==> src/rtl/mult_flux_sched.sv <==
// Round-robin flux scheduler: holds one flux tag on the shared datapath per coefficient block.
// Optional burst-budget yield is compiled in with `define MULT_FLUX_SCHED_BURST_EN.
module mult_flux_sched #(
   parameter  int FLUX        = 2,
   parameter  int HOLD_CYCLES = 2,
   parameter  int MAX_BURST   = 8,
   localparam int TAG_WIDTH   = $clog2(FLUX)
) (
   input  logic                 clk,
   input  logic                 rst,
   input  logic [FLUX-1:0]      req,
   input  logic                 fire,
   input  logic                 last,
   output logic                 gnt_valid,
   output logic [TAG_WIDTH-1:0] gnt_tag,
   output logic [FLUX-1:0]      gnt_onehot,
   output logic                 err
);

   localparam int                   IDLE_W    = $clog2(HOLD_CYCLES + 1);
   localparam logic [TAG_WIDTH-1:0] LAST_TAG  = TAG_WIDTH'(FLUX - 1);
   localparam logic [IDLE_W-1:0]    HOLD_LAST = IDLE_W'(HOLD_CYCLES - 1);

   if (FLUX < 2 || HOLD_CYCLES < 1 || MAX_BURST < 1) begin : g_bad_param
      $error("mult_flux_sched: FLUX>=2, HOLD_CYCLES>=1, MAX_BURST>=1 required");
   end

   typedef enum logic {S_IDLE, S_OWN} state_t;

   state_t               r_state;
   logic [TAG_WIDTH-1:0] r_ptr;
   logic [TAG_WIDTH-1:0] r_tag;
   logic [FLUX-1:0]      r_onehot;
   logic                 r_valid;
   logic                 r_err;
   logic [IDLE_W-1:0]    r_idle;

   logic [TAG_WIDTH-1:0] w_rel_ptr;
   logic [TAG_WIDTH-1:0] w_arb_ptr;
   logic [TAG_WIDTH-1:0] w_idx;
   logic [TAG_WIDTH-1:0] w_win_tag;
   logic [FLUX-1:0]      w_win_oh;
   logic                 w_win;
   logic                 w_own_req;
   logic                 w_idle_hit;
   logic                 w_burst_hit;
   logic                 w_release;

   // While owning, the search starts just past the current owner so a release
   // arbitrates with the post-release pointer in the same cycle.
   always_comb begin
      w_rel_ptr = (r_tag == LAST_TAG) ? '0 : r_tag + 1'b1;
      w_arb_ptr = (r_state == S_OWN) ? w_rel_ptr : r_ptr;
      w_idx     = '0;
      w_win     = 1'b0;
      w_win_tag = '0;
      for (int k = FLUX - 1; k >= 0; k--) begin
         w_idx = (int'(w_arb_ptr) + k >= FLUX) ? TAG_WIDTH'(int'(w_arb_ptr) + k - FLUX)
                                              : TAG_WIDTH'(int'(w_arb_ptr) + k);
         if (req[w_idx]) begin
            w_win     = 1'b1;
            w_win_tag = w_idx;
         end
      end
      w_win_oh = FLUX'(1) << w_win_tag;
   end

   assign w_own_req  = req[r_tag];
   assign w_idle_hit = !w_own_req && (r_idle == HOLD_LAST);
   assign w_release  = (r_state == S_OWN) && ((fire && last) || w_idle_hit || w_burst_hit);

`ifdef MULT_FLUX_SCHED_BURST_EN
   localparam int                 BURST_W   = $clog2(MAX_BURST + 1);
   localparam logic [BURST_W-1:0] BURST_MAX = BURST_W'(MAX_BURST);

   logic [BURST_W-1:0] r_burst;
   logic [BURST_W-1:0] w_burst_nxt;

   // Count includes this cycle's fire, so the yield lands on the budget-reaching edge.
   assign w_burst_nxt = (fire && r_burst != BURST_MAX) ? r_burst + 1'b1 : r_burst;
   assign w_burst_hit = (w_burst_nxt == BURST_MAX) && |(req & ~r_onehot);

   always_ff @(posedge clk or negedge rst) begin
      if (!rst)                               r_burst <= '0;
      else if (r_state == S_OWN && !w_release) r_burst <= w_burst_nxt;
      else                                    r_burst <= '0;
   end
`else
   assign w_burst_hit = 1'b0;
`endif

   always_ff @(posedge clk or negedge rst) begin
      if (!rst) begin
         r_state  <= S_IDLE;
         r_ptr    <= '0;
         r_tag    <= '0;
         r_onehot <= '0;
         r_valid  <= 1'b0;
         r_err    <= 1'b0;
         r_idle   <= '0;
      end else begin
         if (fire && !r_valid) r_err <= 1'b1;
         case (r_state)
            S_IDLE: begin
               if (w_win) begin
                  r_state  <= S_OWN;
                  r_valid  <= 1'b1;
                  r_tag    <= w_win_tag;
                  r_onehot <= w_win_oh;
                  r_idle   <= '0;
               end
            end
            S_OWN: begin
               if (w_release) begin
                  r_ptr  <= w_rel_ptr;
                  r_idle <= '0;
                  if (w_win) begin
                     r_tag    <= w_win_tag;
                     r_onehot <= w_win_oh;
                  end else begin
                     r_state  <= S_IDLE;
                     r_valid  <= 1'b0;
                     r_tag    <= '0;
                     r_onehot <= '0;
                  end
               end else begin
                  r_idle <= w_own_req ? '0 : r_idle + 1'b1;
               end
            end
            default: r_state <= S_IDLE;
         endcase
      end
   end

   assign gnt_valid  = r_valid;
   assign gnt_tag    = r_tag;
   assign gnt_onehot = r_onehot;
   assign err        = r_err;

endmodule
==> config.mk <==
export PLATFORM = sky130hd
export DESIGN_NAME = mult_flux_sched
export DESIGN_NICKNAME = d
export VERILOG_FILES = /design/src/rtl/mult_flux_sched.sv
export SDC_FILE = /design/constraint.sdc
export NUM_CORES = 1
export LEC_CHECK = 0
export BUFFER_PORTS_ARGS = -buffer_cell sky130_fd_sc_hd__buf_2
export CORE_AREA = 2 2 39 41
export DETAILED_ROUTE_END_ITERATION = 10
export DIE_AREA = 0 0 41 43
export PLACE_DENSITY = 0.6
export SYNTH_ARGS = -nofsm -noshare
export SYNTH_HDL_FRONTEND = slang
export SYNTH_SLANG_ARGS = --single-unit
==> constraint.sdc <==
create_clock -name clk -period 2.1 [get_ports clk]
set_clock_uncertainty 0.2 [all_clocks]
set_input_delay 0.42 -clock clk [delete_from_list [all_inputs] [get_ports clk]]
set_output_delay 0.42 -clock clk [all_outputs]
set_load 0.01 [all_outputs]
==> flow_metrics.tcl <==
set metrics [dict create \
    htree_num_levels 1 \
    row_count 14 \
    ff2ff_path_depth 3 \
    io_pins 11 \
    post_synth_instance_area_um2 453 \
    largest_family_of_logic_cells_by_synthesized_area "compound AO/OA/AOI/OAI gates" \
    vdd_drop_max_mv 0.357 \
    holdCritPathClass "in -> reg" \
    timing.critical_path.max_delay_family "multiplexers" \
    slew_viol_final 0 \
    first_global_vias 339 \
    nets 68 \
    setup.worst_path.end_class "flip-flop" \
    post_synth_xor_area_fraction 0 \
    r2r_setup_slack_ns 0.37 \
    design.die.area_um2 1760 \
    gpl.final_weighted_congestion 0.739 \
    yosys_warnings 0 \
    clk_root_buffer_cell "sky130_fd_sc_hd__clkbuf_4" \
    async_reset_ff_frac 1.00 \
    antenna_cells_inserted 0 \
    cts_tree "done" \
    viasPerCell 4.99 \
    worst_slew_pin_slew_ns 0.312 \
    max_cap_viol_count 0 \
    initial_utilization 0.327 \
    edff_count_synth 0 \
    critical_path.reg2reg.startpoint "gnt_tag" \
    final_min_period_over_clock_period 0.824 \
    syn_nets 53 \
    outcome "completed" \
    synthDistinctLibCells 24 \
    critical_path.cell_chain "mux2_4, a221oi_2, mux2_1" \
    port_buffers 10 \
    leakage_nw 0.261 \
    clkLatencyLatePin_ns 0.25 \
    layout-drive-gt1-share 0.276 \
    numCtsBuffers 3 \
    cts-root-to-sink-buffers 2 \
    syn_avg_cell_area_um2 10.1 \
    drt_drc_violations_left 0 \
    antenna_found_initial 0 \
    synth-simple-area-share 0.130 \
    post_synth_mux_area_share 0.0801 \
    drt_first_pass_iters 2 \
    remaining_global_route_overflow 0 \
    compound_gate_portion_of_the_synthesized_area 0.227 \
    area_share_of_the_leading_cell_type_in_the_synthesized_netlist 0.442 \
    crit_type "reg -> reg" \
    sequential_share_of_the_synthesized_area 0.442 \
    grt_util_all_layers 0.130 \
    clock.fmax_mhz 578 \
    pin_count_of_the_biggest_net_entering_global_routing 9 \
    synth_seq_cells 8 \
    area_share_of_fa_ha_maj_cells_after_synthesis 0.0552 \
    setup_total_negative_slack_ns 0 \
    final_hold_vios 0 \
    timing.hold.worst.start "fire" \
    synth_most_common_cell "sky130_fd_sc_hd__dfrtp_1" \
    syn-instance-count 45 \
    period_needed_ns 1.73 \
    cp-start-kind "flip-flop" \
    placeableCoreArea_um2 1380 \
    fill_cells 140 \
    synth_top_area_cell "sky130_fd_sc_hd__dfrtp_1" \
    layout_setup_ws_ns 0.369 \
    timing.critical_path.arrival_ns 1.66 \
    timing.critical_path.slowest_cell_delay_ns 0.42 \
    critical_path.slowest_cell "sky130_fd_sc_hd__dfrtp_1" \
    pwr_density_cell_nw_per_um2 1080 \
    detail-route-antenna-nets 0 \
    p_comb_frac 0.391 \
    drt_iter0_drc 7 \
    dieWidth_um 41 \
    power.total_mw 0.589 \
    timing.critical_path.buf_inv 0 \
    cellInternalPower_mw 0.383 \
    pre_cts_ws_ns 0.287 \
    sw_frac_of_total 0.350 \
    yosys_most_used_dff "sky130_fd_sc_hd__dfrtp_1" \
    grt_setup_unrepaired "false" \
    netlist_top_cells_area "sky130_fd_sc_hd__dfrtp_1 (44%), sky130_fd_sc_hd__ha_1 (5.5%), sky130_fd_sc_hd__inv_1 (5.0%)" \
    final-setup-viol-count 0 \
    clk_pin_slew_worst_paths_ns 0.05 \
    hold-path-endpoint "err" \
    power.net_switching_mw 0.207 \
    postCtsSetupBuffers 0 \
    cts_repair_resize_count 0 \
    sinks_on_the_clock_net 8 \
    vias 369 \
    power.clock.fraction 0.192 \
    holdPathStages 2 \
    timing.slew.headroom 0.790 \
    sequentialPowerShare 0.417 \
    drt-wirelength-per-cell_um 11.6 \
    timing.critical_path.required_ns 2.03 \
    rr_endpoint "gnt_tag" \
    syn2layout_area_growth_pct 21.0 \
    worstPathMaxFanout 6 \
    first_pass_grt_wire_length_mm 1.41 \
    die_y_um 43 \
    synth_commonest_cells "sky130_fd_sc_hd__dfrtp_1 (8), sky130_fd_sc_hd__inv_1 (6), sky130_fd_sc_hd__nand2_1 (6), sky130_fd_sc_hd__o21ai_0 (3)" \
    hpwlAfterDp_um 706 \
    routed_wl_um 861 \
]
[layer usage]
layer	global-route usage	wire length [um]	vias to the layer above
met4	0.120	0	0
met3	0.0314	30	0
met2	0.163	400	6
met5	0	0	-
li1	-	-	189
met1	0.173	431	174
[registers in the layout, indices dropped and copies added (netlist names)]
| signal | flops |
|---|---|
| r_idle | 2 |
| err | 1 |
| gnt_onehot | 1 |
| gnt_tag | 1 |
| gnt_valid | 1 |
| r_ptr | 1 |
| r_state | 1 |
[metrics by stage]
stage / hold slack (ns) / std cells / area [um2] / util
finish: 0.225 / 74 / 548 / 0.396
global route: 0.230 / 74 / 548 / 0.396
CTS: 0.210 / 74 / 548 / 0.396
detailed placement: 0.0775 / 70 / 515 / 0.373
global placement: 0.0727 / 70 / 515 / 0.373
floorplan: -0.0756 / 45 / 453 / -
[layout make-up]
| class | count | area [um2] | area share |
|---|---|---|---|
| clock buffer | 3 | 22.5 | 0.0411 |
| timing repair buffer | 11 | 60.1 | 0.110 |
| inverter | 6 | 22.5 | 0.0411 |
| sequential | 8 | 200 | 0.365 |
| multi-input combinational | 30 | 223 | 0.406 |
| tap | 16 | 20.0 | 0.0365 |
[layout by cell type, fill, tap and decap left out]
master                          Yosys  routed
sky130_fd_sc_hd__clkbuf_4           0       3
sky130_fd_sc_hd__buf_2              0      10
sky130_fd_sc_hd__mux2i_1            1       1
sky130_fd_sc_hd__dfrtp_1            8       8
sky130_fd_sc_hd__nand3_1            1       1
sky130_fd_sc_hd__o221ai_1           1       1
sky130_fd_sc_hd__or2b_2             1       1
sky130_fd_sc_hd__o41ai_1            1       1
sky130_fd_sc_hd__a21boi_0           1       1
sky130_fd_sc_hd__o32ai_1            1       1
sky130_fd_sc_hd__o21ai_0            3       3
sky130_fd_sc_hd__nand2_1            6       6
sky130_fd_sc_hd__mux2_1             1       1
sky130_fd_sc_hd__or3_1              1       1
sky130_fd_sc_hd__nand2b_1           1       1
sky130_fd_sc_hd__o21a_1             1       1
sky130_fd_sc_hd__ha_1               2       2
sky130_fd_sc_hd__a21o_1             2       2
sky130_fd_sc_hd__nor2_1             1       1
sky130_fd_sc_hd__nor2b_1            1       1
sky130_fd_sc_hd__a221oi_2           1       1
sky130_fd_sc_hd__dlygate4sd3_1      0       1
sky130_fd_sc_hd__o311a_1            1       1
sky130_fd_sc_hd__mux2_4             1       1
sky130_fd_sc_hd__a31oi_1            1       1
sky130_fd_sc_hd__inv_1              6       6
[power groups by stage]
| stage | sequential, mW | clock [mW] | combinational [mW] |
|---|---|---|---|
| 2_1_floorplan | 0.254 | 0 | 0.159 |
| 3_3_place_gp | 0.244 | 0 | 0.231 |
| 3_5_place_dp | 0.252 | 0 | 0.230 |
| 4_1_cts | 0.248 | 0.122 | 0.233 |
| 5_1_grt | 0.254 | 0.131 | 0.257 |
| 6_report | 0.246 | 0.113 | 0.230 |
[kinds of logic after synthesis]
logic type | count (synthesis)
AO/OA/AOI/OAI | 13
multiplexers | 3
adder cells (fa/ha/maj) | 2
AND/OR/NAND/NOR | 12
flip-flops | 8
buffers and inverters | 7
[what timing repair did]
action | 4_1_cts | 5_1_grt
endpoints found under the setup margin | 0 | 0
hold buffers | 1 | 0
hold endpoints to repair | 8 | 0
[worst max path at each step]
stage	startpoint	end	slack (ns)	depth (start not counted)
2_1_floorplan	gnt_tag	gnt_tag	0.39	3
3_3_place_gp	req[0]	gnt_tag	0.29	4
3_5_place_dp	req[0]	gnt_tag	0.29	4
4_1_cts	gnt_tag	gnt_tag	0.37	3
5_1_grt	r_state	r_idle[1]	0.24	3
6_report	gnt_tag	gnt_tag	0.37	3
Power figures use the tool's default switching activity.
